[config.mk]
export PLATFORM = sky130hd
export DESIGN_NAME = bcd2bin
export DESIGN_NICKNAME = d
export VERILOG_FILES = /design/src/rtl/bcd2bin.sv
export SDC_FILE = /design/constraint.sdc
export NUM_CORES = 1
export LEC_CHECK = 0
export CAP_MARGIN = 20
export CORE_UTILIZATION = 52
export DETAILED_ROUTE_END_ITERATION = 10
export PLACE_DENSITY = 0.78
export SYNTH_ARGS = -nofsm -noshare
export SYNTH_HDL_FRONTEND = slang
export SYNTH_SLANG_ARGS = --single-unit
[constraint.sdc]
create_clock -name clk -period 1.8 [get_ports clk]
set_input_delay 0.36 -clock clk [delete_from_list [all_inputs] [get_ports clk]]
set_output_delay 0.36 -clock clk [all_outputs]
set_load 0.02 [all_outputs]
[src/rtl/bcd2bin.sv]
// Sequential BCD to binary converter: reverse double-dabble, one bit per cycle,
// with digit, sign, residual and signed-range error detection at the end.
module bcd2bin #(
  parameter int WIDTH  = 6,
  parameter int DIGITS = 2,
  parameter int SIGNED = 1
) (
  input  logic                  clk,
  input  logic                  rst,
  input  logic                  start,
  input  logic [DIGITS*4-1:0]   bcd,
  input  logic [3:0]            bcd_sgn,
  output logic [WIDTH-1:0]      bin,
  output logic                  valid,
  output logic                  busy,
  output logic                  err
);

  localparam int BW = DIGITS * 4;
  localparam int CW = $clog2(WIDTH + 1);
  localparam logic [WIDTH-1:0] POS_MAX = WIDTH'((1 << (WIDTH - 1)) - 1);
  localparam logic [WIDTH-1:0] NEG_MAX = WIDTH'(1 << (WIDTH - 1));
  localparam logic [3:0] SGN_MINUS = 4'b1010;
  localparam logic [3:0] SGN_PLUS  = 4'b1111;

  typedef enum logic [1:0] {IDLE, SHIFT, FINISH} state_t;

  state_t           state_q, state_d;
  logic [CW-1:0]    cnt_q, cnt_d;
  logic [BW-1:0]    bcd_q, bcd_d;
  logic [WIDTH-1:0] acc_q, acc_d;
  logic [3:0]       sgn_q, sgn_d;
  logic             dig_err_q, dig_err_d;
  logic [WIDTH-1:0] bin_q, bin_d;
  logic             valid_q, valid_d;
  logic             busy_q, busy_d;
  logic             err_q, err_d;

  // One reverse double-dabble step: shift right, then pull 3 out of any
  // digit that picked up the 8 weight from the digit above it.
  logic [BW+WIDTH-1:0]     sh;
  logic [DIGITS-1:0][3:0]  sh_nib, fix_nib, in_nib;
  logic [DIGITS-1:0]       dig_bad;

  assign sh     = {bcd_q, acc_q} >> 1;
  assign sh_nib = sh[BW+WIDTH-1:WIDTH];
  assign in_nib = bcd;

  for (genvar g = 0; g < DIGITS; g++) begin : g_nib
    assign fix_nib[g] = sh_nib[g][3] ? (sh_nib[g] - 4'd3) : sh_nib[g];
    assign dig_bad[g] = (in_nib[g] > 4'd9);
  end

  // Final result evaluation, only consumed in FINISH.
  logic             is_minus, is_plus, sgn_bad, res_err, rng_bad, fin_err;
  logic [WIDTH-1:0] fin_bin;

  always_comb begin
    is_minus = (SIGNED != 0) && (sgn_q == SGN_MINUS);
    is_plus  = (sgn_q == SGN_PLUS);
    sgn_bad  = (SIGNED != 0) && !(is_minus || is_plus);
    res_err  = |bcd_q;
    rng_bad  = 1'b0;
    if (SIGNED != 0) begin
      if (is_minus) rng_bad = (acc_q > NEG_MAX);
      else          rng_bad = (acc_q > POS_MAX);
    end
    fin_err = dig_err_q | sgn_bad | res_err | rng_bad;
    if (fin_err)       fin_bin = '0;
    else if (is_minus) fin_bin = ~acc_q + WIDTH'(1);
    else               fin_bin = acc_q;
  end

  always_comb begin
    state_d   = state_q;
    cnt_d     = cnt_q;
    bcd_d     = bcd_q;
    acc_d     = acc_q;
    sgn_d     = sgn_q;
    dig_err_d = dig_err_q;
    bin_d     = bin_q;
    err_d     = err_q;
    busy_d    = busy_q;
    valid_d   = 1'b0;
    case (state_q)
      IDLE: begin
        if (start) begin
          state_d   = SHIFT;
          cnt_d     = '0;
          bcd_d     = bcd;
          acc_d     = '0;
          sgn_d     = bcd_sgn;
          dig_err_d = |dig_bad;
          busy_d    = 1'b1;
        end
      end
      SHIFT: begin
        bcd_d = fix_nib;
        acc_d = sh[WIDTH-1:0];
        cnt_d = cnt_q + CW'(1);
        if (cnt_q == CW'(WIDTH - 1)) state_d = FINISH;
      end
      FINISH: begin
        state_d = IDLE;
        valid_d = 1'b1;
        busy_d  = 1'b0;
        bin_d   = fin_bin;
        err_d   = fin_err;
      end
      default: state_d = IDLE;
    endcase
  end

  always_ff @(posedge clk or posedge rst) begin
    if (rst) begin
      state_q   <= IDLE;
      cnt_q     <= '0;
      bcd_q     <= '0;
      acc_q     <= '0;
      sgn_q     <= '0;
      dig_err_q <= 1'b0;
      bin_q     <= '0;
      valid_q   <= 1'b0;
      busy_q    <= 1'b0;
      err_q     <= 1'b0;
    end else begin
      state_q   <= state_d;
      cnt_q     <= cnt_d;
      bcd_q     <= bcd_d;
      acc_q     <= acc_d;
      sgn_q     <= sgn_d;
      dig_err_q <= dig_err_d;
      bin_q     <= bin_d;
      valid_q   <= valid_d;
      busy_q    <= busy_d;
      err_q     <= err_d;
    end
  end

  assign bin   = bin_q;
  assign valid = valid_q;
  assign busy  = busy_q;
  assign err   = err_q;

endmodule

; ---- After elaboration in Yosys (flattened, before gate mapping)
; Cells that the tools add are included.
; Widths: inputs -> output; s select.
[totals]
word_cells = 55
register_bits = 33
[classes]
bitwise_logic = 4
order_cmp = 4
n_reduce_logical = 11
muxes = 16
eq_ne = 7
add_sub_neg = 3
[ops]
columns = operator, n
row1 = $mux 6, 3
row2 = $pmux 8 s2, 1
row3 = $pmux 6 s2, 1
row4 = $eq 4x4->1 const B, 2
row5 = $gt 4x4->1 const B, 2
row6 = $mux 8, 1
row7 = $reduce_and 2->1, 4
row8 = $reduce_or 8->1, 1
row9 = $add 6x1->6 const B, 1
row10 = $gt 6x5->1 const B, 1
row11 = $gt 6x6->1 const B, 1
row12 = $not 6->6, 1
row13 = $pmux 3 s2, 1
row14 = $mux 2, 2
row15 = $mux 4, 1
row16 = $ne 2x2->1 const B, 2
row17 = $pmux 2 s2, 1
row18 = $reduce_bool 2->1, 2
row19 = $sub 4x2->4 const B, 1
row20 = $add 3x1->3 const B, 1
row21 = $eq 3x3->1 const B, 1
row22 = $mux 1, 3
row23 = $mux 3, 1
row24 = $or 1x1->1, 3
row25 = 7 further kinds, 7

; ---- Longest topological paths before layout
; Gate-level depths: netlist of the first run.
[depth]
depth_word = 7
ltp_mapped = 6

; ---- Worst setup path after synthesis of the first run
; OpenSTA, ideal clock, no wires.
[synth_timing]
path_type = register -> register
start = reg sgn_q[2]
end = reg err_q (netlist: err)
required_ns = 1.681
stages_incl_launch_ff = 5
synth_period_minus_slack_ns = 1.374
setup_slack_ns = 0.426
arrival_ns = 1.255
path_cell_list = dfrtp_1 and4bb_2 nand3_1 a211o_1 o21a_1
[synth_via]
elab_chain_cells = 6
word_cells_on_any_way = 8
[synth_lines]
columns = item, line_no
row1 = start: declaration, 32  ; logic [3:0] sgn_q, sgn_d;
row2 = start signal: assignment, 131  ; sgn_q <= sgn_d;
row3 = $eq 4x4->1 (on tied branches), "59, 60"
row4 = $logic_or 1x1->1, 61  ; sgn_bad = (SIGNED != 0) && !(is_minus || is_plus);
row5 = $logic_not 1->1, 61
row6 = $or 1x1->1 (2 in series), 68  ; fin_err = dig_err_q | sgn_bad | res_err | rng_bad;
row7 = $or 1x1->1 (*), 68
row8 = end signal: assignment, 136  ; err_q <= err_d;
row9 = end: declaration, 37  ; logic err_q, err_d;
; Mark *: on every way between the ends. The rest lies on a longest branch, timed or not.
; A chain may end at the register's enable or synchronous reset.

; ---- Worst setup path in the final report of the first run
[layout_timing]
start = reg bin_q[0] (netlist: bin[0])
end = out bin[0]
[layout_lines]
columns = item, line_no
row1 = start: declaration, 34  ; logic [WIDTH-1:0] bin_q, bin_d;
row2 = start signal: assignment, 133  ; bin_q <= bin_d;
row3 = end: declaration, 13  ; output logic [WIDTH-1:0] bin,
; No word-level cell between the ends.

==> results of run 1 <==
[sequential cells by signal, indices dropped and copies added (netlist names)]
| signal | count |
|---|---|
| valid | 1 |
| state_q | 2 |
| bcd_q | 8 |
| acc_q | 6 |
| busy | 1 |
| err | 1 |
| dig_err_q | 1 |
| sgn_q | 4 |
| bin | 6 |
| cnt_q | 3 |
[path summary, 6_finish.rpt]
kind | end | slack, ns | depth (start not counted)
max reg2reg | err$_DFFE_PP0P_ | 0.28 | 6
min reg2reg | bin[2]$_DFFE_PP0P_ | 0.49 | 2
max | bin[0] | 0.14 | 1
max in group asynchronous | bin[1]$_DFFE_PP0P_ | 1.09 | 3
min | sgn_q[1]$_DFFE_PP0P_ | 0.41 | 3
min in group clk | bin[2]$_DFFE_PP0P_ | 0.49 | 2
[per-layer routing]
| layer | vias up | wire, µm | global-route usage |
|---|---|---|---|
| met1 | 577 | 1278 | 0.2512 |
| met4 | 0 | 40 | 0.05575 |
| li1 | 589 | - | - |
| met5 | - | 0 | 0 |
| met3 | 4 | 162 | 0.06912 |
| met2 | 38 | 1524 | 0.3580 |
[synthesized netlist by cell type, types with 2 or more instances]
| library cell | instances | area, µm² |
|---|---|---|
| nand2b_1 | 2 | 12.51 |
| clkbuf_1 | 2 | 7.510 |
| ha_1 | 4 | 50.05 |
| inv_1 | 6 | 22.52 |
| nand2_1 | 28 | 105.1 |
| o21ai_1 | 6 | 30.03 |
| mux2_2 | 4 | 45.04 |
| a21oi_1 | 5 | 25.02 |
| o21ai_0 | 16 | 80.08 |
| nor3_1 | 2 | 10.01 |
| buf_2 | 4 | 20.02 |
| nor2b_1 | 2 | 12.51 |
| a31oi_1 | 3 | 18.77 |
| nor2_1 | 9 | 33.78 |
| xnor2_1 | 6 | 52.55 |
| nand3_1 | 4 | 20.02 |
| o31ai_1 | 2 | 15.01 |
| dfrtp_1 | 33 | 825.8 |
| mux2i_1 | 5 | 50.05 |
[power breakdown]
part	internal [W]	leakage, nW	total (W)	switching, W
clock	0.000332	0.0455	0.000576	0.000244
sequential	0.000985	0.416	0.00123	0.000247
combinational	0.000474	0.352	0.00101	0.000534
total	0.00179	0.813	0.00282	0.00103
[cells by family (layout without fill, tap and decap cells)]
kind of cell,count (synthesis),in the layout,synth area share
DFF,33,33,0.5361
adders and majority gates,4,4,0.03250
muxes,9,9,0.06174
AOI/OAI and AO/OA,37,37,0.1357
xor gates and xnor gates,7,7,0.03981
and+or+nand+nor,53,53,0.1617
buffers and inverters,12,41,0.03250
[stage by stage]
step | cell area, µm² | total power [W] | std cells | util
2_1_floorplan | 1540 | 0.001946 | 155 | -
3_3_place_gp | 1829 | 0.002170 | 207 | 0.6577
3_5_place_dp | 1829 | 0.002248 | 207 | 0.6577
4_1_cts | 1914 | 0.002829 | 215 | 0.6883
5_1_grt | 1914 | 0.003027 | 215 | 0.6883
6_report | 1914 | 0.002817 | 215 | 0.6883
[layout by cell type, fill, tap and decap left out, types with 2 or more instances in the layout]
cell | netlist | layout
ha_1 | 4 | 4
dfrtp_1 | 33 | 33
nand2b_1 | 2 | 2
o21ai_0 | 16 | 16
nor3_1 | 2 | 2
nand3_1 | 4 | 4
a21oi_1 | 5 | 5
clkbuf_4 | 0 | 5
mux2_2 | 4 | 4
a31oi_1 | 3 | 3
o31ai_1 | 2 | 2
clkdlybuf4s50_1 | 0 | 23
nand2_1 | 28 | 28
buf_4 | 0 | 3
o21ai_1 | 6 | 6
mux2i_1 | 5 | 5
nor2b_1 | 2 | 2
nor2_1 | 9 | 9
inv_1 | 6 | 6
xnor2_1 | 6 | 6
[final cells by class]
| type | instances | area, µm² | area share |
|---|---|---|---|
| Clock buffer | 7 | 55.05 | 0.02876 |
| Clock inverter | 1 | 30.03 | 0.01569 |
| Inverter | 6 | 22.52 | 0.01176 |
| Multi-Input combinational cell | 110 | 669.4 | 0.3497 |
| Sequential cell | 33 | 825.8 | 0.4314 |
| Tap cell | 31 | 38.79 | 0.02026 |
| Timing Repair Buffer | 27 | 272.8 | 0.1425 |
==> results.cfg, run 1 <==
[route]
drc = 0
wirelength_mm = 3.006
dr.pass1.iters = 4
wl_per_cell_um = 13.98
vias_per_cell = 5.619
drt-initial-drc-count = 28
ant_nets = 0
vias = 1208

[critical_path]
worstPathArrival_ns = 1.30
startpoint_type = flip-flop
cp_top_family = buffers and inverters
crit_buf_inv = 1
slowest_stage = clkdlybuf4s50_1
r2r_start = state_q[0]$_DFFE_PP0P_
cp-end-kind = output pin
crit_chain = clkdlybuf4s50_1
cp-startpoint = bin[0]$_DFFE_PP0P_
critPathKind = reg -> out
max_stage_delay_ns = 0.61
cp.required_ns = 1.44
cp_max_fo = 2

[global_route]
grtUsageTotal = 0.2088
grt_pass1_vias = 1124
grt_max_degree = 34
grt_pass1_wl_mm = 5.002
gr-total-overflow = 0
antenna_found_initial = 0

[timing]
worst_pin_slew_ns = 0.5866
slew_headroom = 0.6089
final-max-slew-violation-count = 0
hold_violations = 0
fmax_mhz = 602.4
fin_worst_skew_ns = 0.008199
fin_ws_ns = 0.1400
finalSetupViolCount = 0
layout_min_cycle_time_ns = 1.660
holdWs_ns = 0.4111
fin_crit_sh = 0.9223
fin_setup_tns_ns = 0
rsz0062_at_grt = no

[clock_tree]
worstSkewPairLatency_ns = 0.33
max-clock-path-buffers = 2
post_cts_resized = 0
htree_levels = 2
numCtsBuffers = 5
cts_tree = yes
cts.sinks = 33
clk_pin_slew_ns = 0.09
cts_hold_buf = 0
cts_setup_buffers = 0
clock-root-buffer = clkbuf_4

[synth]
synth_edf_count = 0
ys_types = 31
synth_nets = 174
syn_inst = 155
syn_avg_cell_area_um2 = 9.937
ys_seq_elements = 33
synth_ff_type = dfrtp_1
yosysSeqAreaShare = 0.5361
yosys_warnings = 0
async_flop_share = 1.000
synth_area_um2 = 1540

[placed_design]
dp_hpwl_mm = 2.194
dpl_worst_slack_ns = -0.001678
place_congestion = 0.8234
portBuffers = 23

[die]
num_rows = 19
dieWidth_um = 56.43
core_area_um2 = 2781
boundaryPins = 24
die_h_um = 56.43
die-area_um2 = 3184
initial_core_util = 0.5538

[final_layout]
nNetsFinal = 202
drive_gt1_frac = 0.09239
area_delta_synth_final_pct = 24.29
diodes = 0
fillers = 217

[power_and_ir_drop]
ir_drop_mv = 1.488
power_density_nw_per_um2 = 1471
total_leakage_power_nw = 0.8132

[run_status]
outcome = finished clean

[run]
drv_cap = 0

[hold_path]
hold_path_class = in -> async
(Power assumes the default switching activity.)
==> inputs of run 2 (changes only) <==
--- a/config.mk
+++ b/config.mk
@@ -5,8 +5,9 @@
 export SDC_FILE = /design/constraint.sdc
 export NUM_CORES = 1
 export LEC_CHECK = 0
+export ABC_AREA = 1
 export CAP_MARGIN = 20
-export CORE_UTILIZATION = 52
+export CORE_UTILIZATION = 53
 export DETAILED_ROUTE_END_ITERATION = 10
 export PLACE_DENSITY = 0.78
 export SYNTH_ARGS = -nofsm -noshare
==> results.cfg, run 2 <==
[clock_tree]
cts_tree = yes
cts_setup_buffers = 0
clock-root-buffer = clkbuf_4
clk_pin_slew_ns = 0.09
cts_hold_buf = 0
worstSkewPairLatency_ns = 0.33
max-clock-path-buffers = 2
post_cts_resized = 0
numCtsBuffers = 5
htree_levels = 2
cts.sinks = 33

[die]
core_area_um2 = 2829
die-area_um2 = 3311
initial_core_util = 0.5781
boundaryPins = 24
num_rows = 19
dieWidth_um = 57.55
die_h_um = 57.55

[global_route]
grtUsageTotal = 0.2298
grt_pass1_vias = 1325
grt_pass1_wl_mm = 5.713
antenna_found_initial = 0
gr-total-overflow = 0
grt_max_degree = 34

[power_and_ir_drop]
ir_drop_mv = 0.9468
p_clk_frac = 0.146
power_frac_seq = 0.411
power_density_nw_per_um2 = 1468
p_sw_frac = 0.4097
p_int_w = 0.001691
total_leakage_power_nw = 0.9667
comb_power_share = 0.443
p_sw_w = 0.001173

[synth]
synth.top_cells.by_area = dfrtp_1, nand2_1, inv_1
synth_nets = 213
ys_seq_elements = 33
yosys_warnings = 0
syn_avg_cell_area_um2 = 8.429
yosysTopAreaCellShare = 0.5050
synth_edf_count = 0
yosysTopAreaCell = dfrtp_1
synthTopCellsByCount = nand2_1, dfrtp_1, inv_1, nor2_1, o22ai_1
yosysSeqAreaShare = 0.5050
synth_ff_type = dfrtp_1
async_flop_share = 1.000
synth_most_common_cell = nand2_1
ys_types = 27
syn_inst = 194
synth_area_um2 = 1635

[timing]
layout_min_cycle_time_ns = 1.671
fin_setup_tns_ns = 0
fmax_mhz = 598.3
rsz0062_at_grt = no
hold_violations = 0
worst_pin_slew_ns = 0.4165
fin_crit_sh = 0.9285
fin_worst_skew_ns = 0.004174
fin_ws_ns = 0.1287
finalSetupViolCount = 0
final-max-slew-violation-count = 0
slew_headroom = 0.7224

[run_status]
outcome = finished, violations left
violations = design-rule violations

[critical_path]
worst-path-stages = 1
crit_buf_inv = 1
r2r_start = acc_q[1]$_DFFE_PP0P_
startpoint_type = flip-flop
cp-end-kind = output pin
worstPathArrival_ns = 1.31
slowest_stage = clkdlybuf4s50_1
r2r_setup_slack_ns = 0.43
cp_max_fo = 2
crit_chain = clkdlybuf4s50_1
r2r_cells = 8
r2r-end = bin[4]$_DFFE_PP0P_
cp_top_family = buffers and inverters
cp.required_ns = 1.44
max_stage_delay_ns = 0.61
critPathKind = reg -> out

[route]
wirelength_mm = 3.295
vias = 1350
dr.pass1.iters = 7
wl_per_cell_um = 12.97
drc = 3
vias_per_cell = 5.315
drt-initial-drc-count = 48
ant_nets = 0

[final_layout]
regMostFlops = bcd_q
area_delta_synth_final_pct = 19.28
final_common_cell = nand2_1
largest_reg_flops = 8
drive_gt1_frac = 0.1211
fillers = 238
diodes = 0
final_cell_mix = nand2_1, dfrtp_1, inv_1, clkdlybuf4s50_1, nor2_1
nNetsFinal = 242

[placed_design]
place_congestion = 0.7975
portBuffers = 23
dpl_worst_slack_ns = 0.08952
dp_hpwl_mm = 2.479

[hold_path]
hold_path_class = in -> async

[run]
drv_cap = 0
[run 2: cell count changes in the layout (fill, tap and decap cells not counted), moves of 3 or more]
| cell | previous run | this run |
|---|---|---|
| nand2_1 | 28 | 53 |
| inv_1 | 6 | 24 |
| nor2_1 | 9 | 17 |
| o21ai_0 | 16 | 8 |
| o22ai_1 | 1 | 9 |
| xnor2_1 | 6 | 0 |
| inv_2 | 0 | 5 |
| mux2i_1 | 5 | 0 |
| o21ai_1 | 6 | 1 |
| nand3_1 | 4 | 8 |
| nor2_2 | 0 | 3 |
| o211ai_1 | 0 | 3 |
[run 2: worst max path at each step]
| stage | end | from |
|---|---|---|
| after floorplan | bin[5]$_DFFE_PP0P_ | acc_q[1]$_DFFE_PP0P_ |
| after global placement | sgn_q[1]$_DFFE_PP0P_ | start |
| after detailed placement | bcd_q[1]$_DFFE_PP0P_ | start |
| after CTS | bin[2] | bin[2]$_DFFE_PP0P_ |
| final | bin[2] | bin[2]$_DFFE_PP0P_ |
| after global routing | bin[2] | bin[2]$_DFFE_PP0P_ |
[run 2: final cells by class]
| class | instances | area [µm²] | area share |
|---|---|---|---|
| clock buffer | 7 | 55.05 | 0.02822 |
| inverter | 29 | 108.9 | 0.05580 |
| multi-input combinational | 128 | 669.4 | 0.3432 |
| sequential | 33 | 825.8 | 0.4233 |
| tap | 31 | 38.79 | 0.01988 |
| timing repair buffer | 26 | 252.7 | 0.1296 |
[run 2: routing by layer]
metal / track usage / share of wire / up-vias
met3: 0.04989 / 0.050 / 5
met2: 0.3787 / 0.49 / 28
li1: - / - / 683
met5: 0 / 0 / -
met1: 0.2940 / 0.45 / 634
met4: 0.09408 / 0.011 / 0
[run 2: kinds of logic (layout without fill, tap and decap cells)]
group,after synthesis,after routing,share of synthesized area
XOR/XNOR,1,1,0.005357
AND/OR/NAND/NOR,87,87,0.2295
flip-flops,33,33,0.5050
adder cells (fa/ha/maj),4,4,0.03061
buffers and inverters,33,62,0.08569
AO/OA/AOI/OAI,34,34,0.1301
multiplexers,2,2,0.01377
[run 2: metrics by stage]
step | instance area [µm²] | hold WS, ns | power (W) | std cells | util
global placement | 1896 | 0.4585 | 0.002381 | 247 | 0.6701
floorplan | 1635 | 0.4419 | 0.002154 | 194 | -
detailed placement | 1896 | 0.4651 | 0.002460 | 247 | 0.6701
CTS | 1951 | 0.4288 | 0.002873 | 254 | 0.6895
finish | 1951 | 0.4143 | 0.002864 | 254 | 0.6895
global route | 1951 | 0.4855 | 0.003110 | 254 | 0.6895
[run 2: power by group through the flow]
stage / clock network [W] / logic [W] / registers [W]
final: 0.000417 / 0.00127 / 0.00118
after global routing: 0.000451 / 0.00145 / 0.00121
after CTS: 0.000422 / 0.00127 / 0.00118
after detailed placement: 0 / 0.00127 / 0.00119
after global placement: 0 / 0.00120 / 0.00118
after floorplan: 0 / 0.000979 / 0.00118
